## src/rtl/icache_direct.sv

```systemverilog
// icache_direct: direct-mapped, read-only instruction cache in front of Fetch.
//   Hits return Instruct combinationally in the same cycle. A miss raises
//   FetchStall and refills the whole line over a MemReq/MemAck handshake,
//   one word per acknowledged edge, followed by one DONE cycle.
// Ports:
//   clk, rst          clock, asynchronous active-high reset
//   Addr[15:0]        word fetch address from Fetch
//   Stall             pipeline stall (gates hit counting only)
//   Invalidate        one-cycle pulse clearing all valid bits
//   Instruct[15:0]    hit data, 0 when not hitting
//   FetchStall        1 = Instruct not valid, Fetch holds its PC
//   MemReq, MemAddr   fill request and word address to backing memory
//   MemAck, MemData   fill word handshake and data from backing memory
// Optional: define ICACHE_STATS_EN to add saturating HitCount/MissCount outputs.
module icache_direct #(
  parameter int unsigned OFFSET_BITS = 2,
  parameter int unsigned INDEX_BITS  = 4,
  parameter int unsigned TAG_BITS    = 10
) (
  input  logic        clk,
  input  logic        rst,
  input  logic [15:0] Addr,
  input  logic        Stall,
  input  logic        Invalidate,
  output logic [15:0] Instruct,
  output logic        FetchStall,
  output logic        MemReq,
  output logic [15:0] MemAddr,
  input  logic        MemAck,
  input  logic [15:0] MemData
`ifdef ICACHE_STATS_EN
  ,
  output logic [15:0] HitCount,
  output logic [15:0] MissCount
`endif
);

  localparam int unsigned LINE_BITS = 16 - OFFSET_BITS;
  localparam int unsigned LINES     = 1 << INDEX_BITS;
  localparam int unsigned WORDS     = 1 << (INDEX_BITS + OFFSET_BITS);

  typedef enum logic [1:0] {IDLE, FILL, DONE} state_t;

  state_t                   state_q, state_d;
  logic [LINE_BITS-1:0]     miss_line_q, miss_line_d;
  logic [OFFSET_BITS-1:0]   fill_cnt_q, fill_cnt_d;
  logic                     poison_q, poison_d;
  logic [LINES-1:0]         valid_q;
  logic [TAG_BITS-1:0]      tag_q  [LINES];
  logic [15:0]              data_q [WORDS];

  logic [TAG_BITS-1:0]      tag;
  logic [INDEX_BITS-1:0]    index;
  logic [INDEX_BITS-1:0]    miss_index;
  logic                     hit;
  logic                     fill_we;
  logic                     fill_last;

  assign tag        = Addr[15 -: TAG_BITS];
  assign index      = Addr[OFFSET_BITS +: INDEX_BITS];
  assign miss_index = miss_line_q[INDEX_BITS-1:0];

  assign hit        = valid_q[index] && (tag_q[index] == tag) && (state_q == IDLE);
  assign Instruct   = hit ? data_q[Addr[INDEX_BITS+OFFSET_BITS-1:0]] : '0;
  assign FetchStall = ~hit & ~rst;
  assign MemReq     = (state_q == FILL);
  assign MemAddr    = (state_q == FILL) ? {miss_line_q, fill_cnt_q} : '0;

  always_comb begin
    state_d     = state_q;
    miss_line_d = miss_line_q;
    fill_cnt_d  = fill_cnt_q;
    poison_d    = poison_q;
    fill_we     = 1'b0;
    fill_last   = 1'b0;
    unique case (state_q)
      IDLE: begin
        if (!hit) begin
          miss_line_d = Addr[15:OFFSET_BITS];
          fill_cnt_d  = '0;
          state_d     = FILL;
        end
      end
      FILL: begin
        if (Invalidate) poison_d = 1'b1;
        if (MemAck) begin
          fill_we = 1'b1;
          if (fill_cnt_q == '1) begin
            fill_last = 1'b1;
            state_d   = DONE;
          end else begin
            fill_cnt_d = fill_cnt_q + 1'b1;
          end
        end
      end
      DONE: begin
        // An Invalidate here already clears valid bits directly; poison
        // would be dropped on the return to IDLE anyway.
        poison_d = 1'b0;
        state_d  = IDLE;
      end
      default: state_d = IDLE;
    endcase
  end

  always_ff @(posedge clk or posedge rst) begin
    if (rst) begin
      state_q     <= IDLE;
      miss_line_q <= '0;
      fill_cnt_q  <= '0;
      poison_q    <= 1'b0;
    end else begin
      state_q     <= state_d;
      miss_line_q <= miss_line_d;
      fill_cnt_q  <= fill_cnt_d;
      poison_q    <= poison_d;
    end
  end

  // Invalidate wins over the final fill beat, so a line whose fill overlaps
  // an invalidate (now or earlier, via poison) is never marked valid.
  always_ff @(posedge clk or posedge rst) begin
    if (rst) begin
      valid_q <= '0;
    end else if (Invalidate) begin
      valid_q <= '0;
    end else if (fill_last && !poison_q) begin
      valid_q[miss_index] <= 1'b1;
    end
  end

  // Tag and data storage carry no reset.
  always_ff @(posedge clk) begin
    if (fill_we) begin
      data_q[{miss_index, fill_cnt_q}] <= MemData;
      if (fill_last) tag_q[miss_index] <= miss_line_q[LINE_BITS-1 -: TAG_BITS];
    end
  end

`ifdef ICACHE_STATS_EN
  always_ff @(posedge clk or posedge rst) begin
    if (rst) begin
      HitCount  <= '0;
      MissCount <= '0;
    end else begin
      if (hit && !Stall && HitCount != '1) HitCount <= HitCount + 1'b1;
      if (state_q == IDLE && state_d == FILL && MissCount != '1)
        MissCount <= MissCount + 1'b1;
    end
  end
`else
  logic unused_stall;
  assign unused_stall = Stall;
`endif

endmodule

```

## config.mk

```make
export PLATFORM = sky130hd
export DESIGN_NAME = icache_direct
export DESIGN_NICKNAME = d
export VERILOG_FILES = /design/src/rtl/icache_direct.sv
export SDC_FILE = /design/constraint.sdc
export NUM_CORES = 1
export LEC_CHECK = 0
export CAP_MARGIN = 20
export CORE_MARGIN = 5
export CORE_UTILIZATION = 50
export DETAILED_ROUTE_END_ITERATION = 8
export PLACE_DENSITY_LB_ADDON = 0.12
export SYNTH_ARGS = -nofsm -noshare
export SYNTH_HDL_FRONTEND = slang
export SYNTH_SLANG_ARGS = --single-unit
export TNS_END_PERCENT = 30
```

## constraint.sdc

```tcl
create_clock -name clk -period 5.15 [get_ports clk]
set_clock_uncertainty 0.2 [all_clocks]
set_input_delay 0.7725 -clock clk [delete_from_list [all_inputs] [get_ports clk]]
set_output_delay 0.7725 -clock clk [all_outputs]
set_load 0.02 [all_outputs]
```

Yosys cells after proc, flatten, opt, wreduce, memory -nomap -nowiden
Memory sizes are Yosys's and may differ from the RTL's.
Cells that the tools add are included.

storage, ports and cells
  input port bits = 37
  word-level logic and storage cells = 65
  register bits after elaboration = 35
  memories kept = 2
  output and inout bits = 34
  memory bits (writable) = 1184

memories
  name    depth  width  rd ports  clocked after Yosys merged registers in  wr ports  RTL line  source
  data_q  64     16     1         0                                        1         50        logic [15:0] data_q [WORDS];
  tag_q   16     10     1         0                                        1         49        logic [TAG_BITS-1:0] tag_q [LINES];

operators by class
  multiplexer cells = 28
  equal/unequal tests = 9
  reduce and logical (&&, ||, !) cells = 13
  magnitude comparators = 3
  add/subtract/negate cells = 1
  bitwise operators = 4

operators by type and width
  cell                   count
  $mux W16               4
  $or A16 B16 Y16        1
  $mux W1                13
  $mux W2                6
  $eq A10 B10 Y1         1
  $lt A4 B5 Y1 const B   2
  $pmux W2 S2            2
  $ne A2 B2 Y1 const B   3
  $reduce_bool A2 Y1     3
  $bmux W1 S4            1
  $demux W1 S4           1
  $eq A2 B2 Y1 const B   2
  $ge A4 B1 Y1 const B   1
  $logic_and A1 B1 Y1    4
  $ne A2 B1 Y1 const B   2
  $reduce_and A2 Y1      2
  $reduce_and A4 Y1      1
  $reduce_and A3 Y1      1
  $add A2 B1 Y2 const B  1
  $eq A2 B1 Y1 const B   1
  $logic_not A2 Y1       1
  $not A1 Y1             2
  $pmux W1 S2            1
  $and A1 B1 Y1          1
  $logic_not A1 Y1       1

Depth between registers and ports, before layout
Gate-level depths: netlist (run 1).

  depth after elaboration = 7
  depth in mapped cells = 13
  depth with buffers taken out = 8

Worst setup path after synthesis (run 1)
No wires, ideal clock.

  path type = input to output
  from = input port Addr[0]
  to = output port Instruct[0]
  required time = 4.178 ns
  setup slack = 0.610 ns
  path buffers = 3
  stages = 7
  arrival = 3.567 ns
  path through = clkbuf_1 -> clkbuf_1 -> buf_1 -> mux4_2 -> mux4_2 -> mux4_2 -> nor2b_1

between the ends
  longest elaborated chain between the ends = 2

RTL lines
  element          RTL line  source
  start, declared  22        input logic [15:0] Addr,
  $mem_v2 Z64 W16  --
  $mux W16         64        assign Instruct = hit ? data_q[Addr[INDEX_BITS+OFFSET_BITS-1:0]] : '0;
  end, declared    25        output logic [15:0] Instruct,

No other way between the ends.

Final worst setup path (run 1)
  from = memory tag_q[14][6]
  to = output port FetchStall

between the ends
  longest elaborated chain between the ends = 6

RTL lines
  element                            RTL line  source
  start, declared                    49
  $mem_v2 Z16 W10                    --
  $eq A10 B10 Y1                     63        assign hit = valid_q[index] && (tag_q[index] == tag) && (state_q == IDLE);
  $logic_and A1 B1 Y1 (2 in series)  63
  $not A1 Y1 (no source line)        --
  $and A1 B1 Y1                      65        assign FetchStall = ~hit & ~rst;
  end, declared                      26        output logic FetchStall,

No other way between the ends.

==> reports/results.tsv, run 1 <==
metric	value	unit
grt_usage	22.4	%
max_stage_delay	480	ps
rr_startpoint	state_q[0]	
cp_data_arrival_time	3990	ps
rows	112	
path_clk_slew	60	ps
postCtsSetupBuffers	0	
routed_via_density	6.03	
crit_end	FetchStall	
overflow	0	
grt_max_degree	65	
ys_warn_count	0	
worstPathCellList	mux4_2 -> mux4_2 -> xor2_1 -> a311oi_2 -> o2111ai_2 -> or3_4 -> buf_4 -> and2_1 -> dlygate4sd2_1	
cpMaxStageDelayCell	mux4_2	
power_density	418	nW/um^2
dp_hpwl	65.5	mm
drtAntennaViolNets	0	
insertion_delay	690	ps
die_w	317	um
outcome	complete, no violations	
initial_utilization	50.4	%
stdcell_area	54600	um^2
nets	2304	
seq_area_frac_synth	77.3	%
leakage	17.4	nW
seqCellArea	36400	um^2
drt_pass1_iterations	7	
reg2reg_to	data_q[60][2]	
clockBufferDepth	3	
fin_util	58.4	%
clock_sinks	1219	
htree_levels	3	
crit_type	reg -> out	
fin_total_pwr	22.8	mW
critical_path_required	4180	ps
core_area	93500	um^2
root_buffer	clkbuf_16	
die_y	317	um
io_pins	71	
critPathLaunch	tag_q[14][6]	
critPathLaunchType	flop	
endpoint_kind	primary output	
max-slew-margin-rel	36.2	%
reg2reg_slack	1820	ps
peakVddDrop	0.312	mV
fin_crit_sh	96.3	%
synth_ff_type	edfxtp_1	
wl_per_cell	30.7	um
avgSynthCellArea	23.4	um^2
synth_area	47100	um^2
rsz0062_at_grt	no	
synth_fp_nets	2055	
synth_edf_count	1184	
r2r_cells	7	
drt_iter0_markers	2389	
multiInputGateArea	10400	um^2
totalWireLength	111	mm
cts_tree	yes	
worst_slew_pin_slew	955	ps
drive_gt1_share	35.1	%
final_cell_mix	edfxtp_1 (1,184), mux4_2 (363), buf_4 (135)	
hp-class	in -> reg	
nFillCells	6698	
routed-via-count	21800	
fin_tns_setup	0	ps
drc	0	
ys_types	44	
cts_buffers	121	
area_delta_synth_final	15.9	%
place.port_buffers	69	
grt_pass1_wl	160	mm
die-area	100000	um^2
async_flop_share	2.87	%
crit_path_max_fanout	16	
synth_seq_cells	1219	
antenna_found_initial	13	
period_needed	4960	ps
setup_violations	0	
clock.fmax	0.202	GHz
grt_pass1_vias	22500	
synthCells	2017	
dpl_cell_area	50400	um^2
final_common_cell	edfxtp_1	
hold_viol_final	0	
crit_path_frequent_cell	mux4_2	
place.gp.congestion	0.789	
maxCapViolations	0	
maxSlewViolCount	0	
## logic make-up (layout without fill, tap and decap cells)
logic type / Yosys count / count (layout) / share of synthesized area [%]
buffers and inverters: 111 / 459 / 0.967
other: 0 / 1 / 0
XOR/XNOR: 14 / 14 / 0.260
adder cells (fa/ha/maj): 1 / 1 / 0.0266
AO/OA/AOI/OAI: 51 / 51 / 0.733
AND/OR/NAND/NOR: 195 / 195 / 1.94
flip-flops: 1219 / 1219 / 77.3
multiplexers: 426 / 426 / 18.7
## where the power goes
| group | switching, mW | leakage (nW) | total (mW) | internal, mW |
|---|---|---|---|---|
| Combinational | 1.36 | 4.43 | 2.27 | 0.910 |
| Clock | 3.66 | 1.91 | 8.76 | 5.11 |
| Sequential | 0.327 | 11.1 | 11.8 | 11.5 |
## routing by layer
metal / track usage (%) / wire length (um) / up-vias
met5: 0 / 21 / -
met4: 4.95 / 2200 / 4
met3: 4.93 / 9060 / 146
met2: 35.1 / 53300 / 825
met1: 33.3 / 46600 / 11800
li1: - / - / 9070
## per-stage QoR
stage / worst slack [ps] / hold WS (ps) / instances
floorplan: 610 / 257 / 2017
global placement: -174 / 274 / 3383
detailed placement: -175 / 290 / 3385
CTS: 59.0 / 304 / 3607
global route: 41.5 / 221 / 3619
finish: 192 / 222 / 3620
## cells in the mapped netlist, drive strengths merged (15+ instances only)
| library cell | n | area share (%) |
|---|---|---|
| dfrtp | 35 | 1.9 |
| buf | 35 | 0.36 |
| nor2 | 107 | 0.85 |
| edfxtp | 1184 | 75 |
| a21oi | 21 | 0.22 |
| nand2 | 15 | 0.12 |
| mux2i | 44 | 0.93 |
| mux2 | 19 | 0.45 |
| clkbuf | 72 | 0.57 |
| nor2b | 25 | 0.33 |
| mux4 | 363 | 17 |
| and2 | 20 | 0.27 |
## worst min-delay path by stage
stage	from	endpoint	slack, ps	cells after the start
final	MemData[5]	data_q[39][5]	220	1
after global routing	MemData[5]	data_q[44][5]	220	1
after CTS	valid_q[7]	valid_q[7]	300	2
after detailed placement	valid_q[7]	valid_q[7]	290	2
after global placement	valid_q[13]	valid_q[13]	270	2
after floorplan	valid_q[12]	valid_q[12]	260	2
## layout make-up
type | instances | share of cell area, %
tap | 1254 | 2.87
clock inverter | 74 | 1.40
multi-input combinational | 687 | 19.1
timing repair buffer | 233 | 4.04
inverter | 4 | 0.0321
sequential | 1219 | 66.7
clock buffer | 148 | 5.86
antenna | 1 | 0.00458
## worst max-delay path: cells and delay by family, from the launching register on
kind,cells,cell delay (ps)
mux,2,950
xor+xnor,1,200
compound gates,2,470
simple gates,2,690
buf+inv,2,580
flops,1,390
## sequential cells by signal, indices dropped and copies added, names as in the netlist
signal,cells
valid_q,16
fill_cnt_q,2
state_q,2
miss_line_q,14
poison_q,1
tag_q,160
data_q,1024
## repair_timing
item / in CTS / in global routing
pin swaps: 1 / 0
hold buffers: 0 / 0
gates resized for setup: 19 / 2
setup endpoints to repair: 17 / 2
Power figures use the tool's default switching activity.
==> run 2, diff against run 1 <==
Settings changed: GPL_ROUTABILITY_DRIVEN set to 1.
==> results of run 2 <==
No change in the layout: final DEF, timing and power equal those of run 1.
==> run 3, diff against run 2 <==
Settings changed: CAP_MARGIN 20 to unset, CORE_UTILIZATION 50 to 35.
==> run 3 against run 2 <==
Against the previous run: non-clock buffer count is 10 lower; flip-flop and latch count stayed put; highest routed layer is now met4; hold slack improved by 78 ps.
==> reports/results.tsv, run 3 (same netlist as run 1, synthesis figures left out) <==
metric	value	unit	change
initial_utilization	35.3	%	-15 points
drc	0		unchanged
place.port_buffers	69		unchanged
dp_hpwl	71.6	mm	+9.4%
postCtsSetupBuffers	0		unchanged
final_cell_mix	edfxtp_1 (1,184), mux4_2 (363), buf_4 (150)		
reg2reg_slack	1780	ps	-40 ps
fin_tns_setup	0	ps	unchanged
reg_top3	data_q: 1024 flops, tag_q: 160 flops, valid_q: 16 flops		
cts_buffers	135		+12%
rsz0062_at_grt	no		
grt_pass1_vias	22800		+1.5%
hold_viol_final	0		unchanged
critPathLaunch	Addr[4]		
fin_total_pwr	23.3	mW	+1.9%
fin_crit_sh	95.6	%	-0.72 points
path_clk_slew	60	ps	about the same
dpl_cell_area	51000	um^2	+1.2%
grt_max_degree	65		unchanged
nets	2308		+0.17%
max_stage_delay	380	ps	-100 ps
hold_buffers	0		unchanged
drive_gt1_share	34.8	%	-0.26 points
drt_iter0_markers	1837		-23%
totalWireLength	120	mm	+8.2%
overflow	0		unchanged
outcome	complete, no violations		
routed_via_density	5.22		-13%
worstPathCellList	buf_4 -> buf_4 -> buf_12 -> mux4_2 -> mux2i_1 -> xor2_1 -> nand4_1 -> a221oi_2 -> o2111ai_1 -> buf_4 -> or3_4 -> buf_4 -> and2_1 -> dlygate4sd2_1		
period_needed	4920	ps	-37.3 ps
crit_path_max_fanout	24		+8
fin_util	41.3	%	-17 points
power_density	421	nW/um^2	+0.82%
root_buffer	clkbuf_16		
crit_path_frequent_cell	buf_4		
grt_usage	17.2	%	-5.3 points
wl_per_cell	29.1	um	-5.4%
routed-via-count	21600		-1.0%
insertion_delay	760	ps	+70 ps
place.gp.congestion	0.766		-3.0%
endpoint_kind	primary output		
maxSlewViolCount	0		unchanged
io_pins	71		unchanged
crit_type	in -> out		
largest_reg_flops	1024		unchanged
reg2reg_to	miss_line_q[13]		
area_delta_synth_final	17.2	%	
max-slew-margin-rel	15.4	%	-21 points
clockBufferDepth	3		unchanged
rr_startpoint	tag_q[3][6]		
critical_path_required	4180	ps	about the same
grt_pass1_wl	172	mm	+7.5%
worst_slew_pin_slew	1270	ps	+314 ps
peakVddDrop	0.290	mV	-7.0%
clock_sinks	1219		unchanged
leakage	17.4	nW	-0.13%
critPathLaunchType	input pin		
core_area	134000	um^2	+43%
hp-class	reg -> reg		
cpMaxStageDelayCell	or3_4		
drtAntennaViolNets	0		unchanged
regMostFlops	data_q		
clock.fmax	0.203	GHz	+0.76%
final_common_cell	edfxtp_1		
drt_pass1_iterations	5		-2
antenna_found_initial	10		-3
die_y	377	um	+19%
maxCapViolations	0		unchanged
r2r_cells	11		+4
die_w	377	um	+19%
cp_data_arrival_time	3950	ps	-40 ps
die-area	142000	um^2	+41%
cts_tree	yes		
stdcell_area	55200	um^2	+1.1%
htree_levels	4		+1
crit_end	FetchStall		
setup_violations	0		unchanged
rows	134		+20%
-- run 3: changes by cell type in the layout (fill, tap and decap cells not counted), sizes merged, moves of 4 or more --
cell,before,now
clkinvlp,12,4
clkinv,48,44
inv,4,11
clkbuf,148,176
bufinv,14,7
dlygate4sd2,16,6
-- run 3: what timing repair did --
| item | 4_1_cts | 5_1_grt |
|---|---|---|
| endpoints found under the setup margin | 6 | 0 |
| hold endpoints to repair | 0 | 0 |
| gates resized for setup | 7 | 0 |
-- run 3: routing by layer --
metal | track usage, % | vias up | wire, um
met4 | 4.38 | 0 | 2390
li1 | - | 9071 | -
met2 | 28.2 | 550 | 59400
met1 | 23.4 | 11800 | 51800
met3 | 3.99 | 154 | 6730
met5 | 0 | - | 0
-- run 3: power by group --
| group | internal, mW | total [mW] | switching, mW |
|---|---|---|---|
| clock | 5.30 | 9.15 | 3.85 |
| combinational | 0.895 | 2.30 | 1.41 |
| sequential | 11.5 | 11.8 | 0.336 |
-- run 3: layout make-up --
cell class                      count  area [um^2]
Multi-Input combinational cell    687        10400
Inverter                            4         20.0
Timing Repair Buffer              223         1940
Sequential cell                  1219        36400
Clock buffer                      176         3590
Clock inverter                     62          603
Fill cell                       11600        78400
Antenna cell                        2         5.00
Tap cell                         1768         2210
-- run 3: worst min path at each step --
stage                             end        start  depth (start not counted)  slack [ps]
after floorplan           valid_q[12]  valid_q[12]                          2         260
after global placement     valid_q[6]   valid_q[6]                          2         270
after detailed placement   valid_q[3]   valid_q[3]                          2         290
after CTS                  valid_q[3]   valid_q[3]                          2         300
after global routing       valid_q[3]   valid_q[3]                          2         330
final                      valid_q[4]   valid_q[4]                          2         300
-- run 3: critical path: cells and delay by family --
kind / cells / cell delay, ps
buffers and inverters: 6 / 1320
AND/OR/NAND/NOR: 3 / 650
multiplexers: 2 / 530
AO/OA/AOI/OAI: 2 / 470
XOR/XNOR: 1 / 190
-- run 3: metrics by stage --
stage / cells / setup WS (ps) / hold slack [ps]
global route: 4139 / 29.1 / 326
CTS: 4139 / 126 / 298
global placement: 3901 / -167 / 274
floorplan: 2017 / 610 / 257
finish: 4141 / 229 / 300
detailed placement: 3901 / -145 / 286
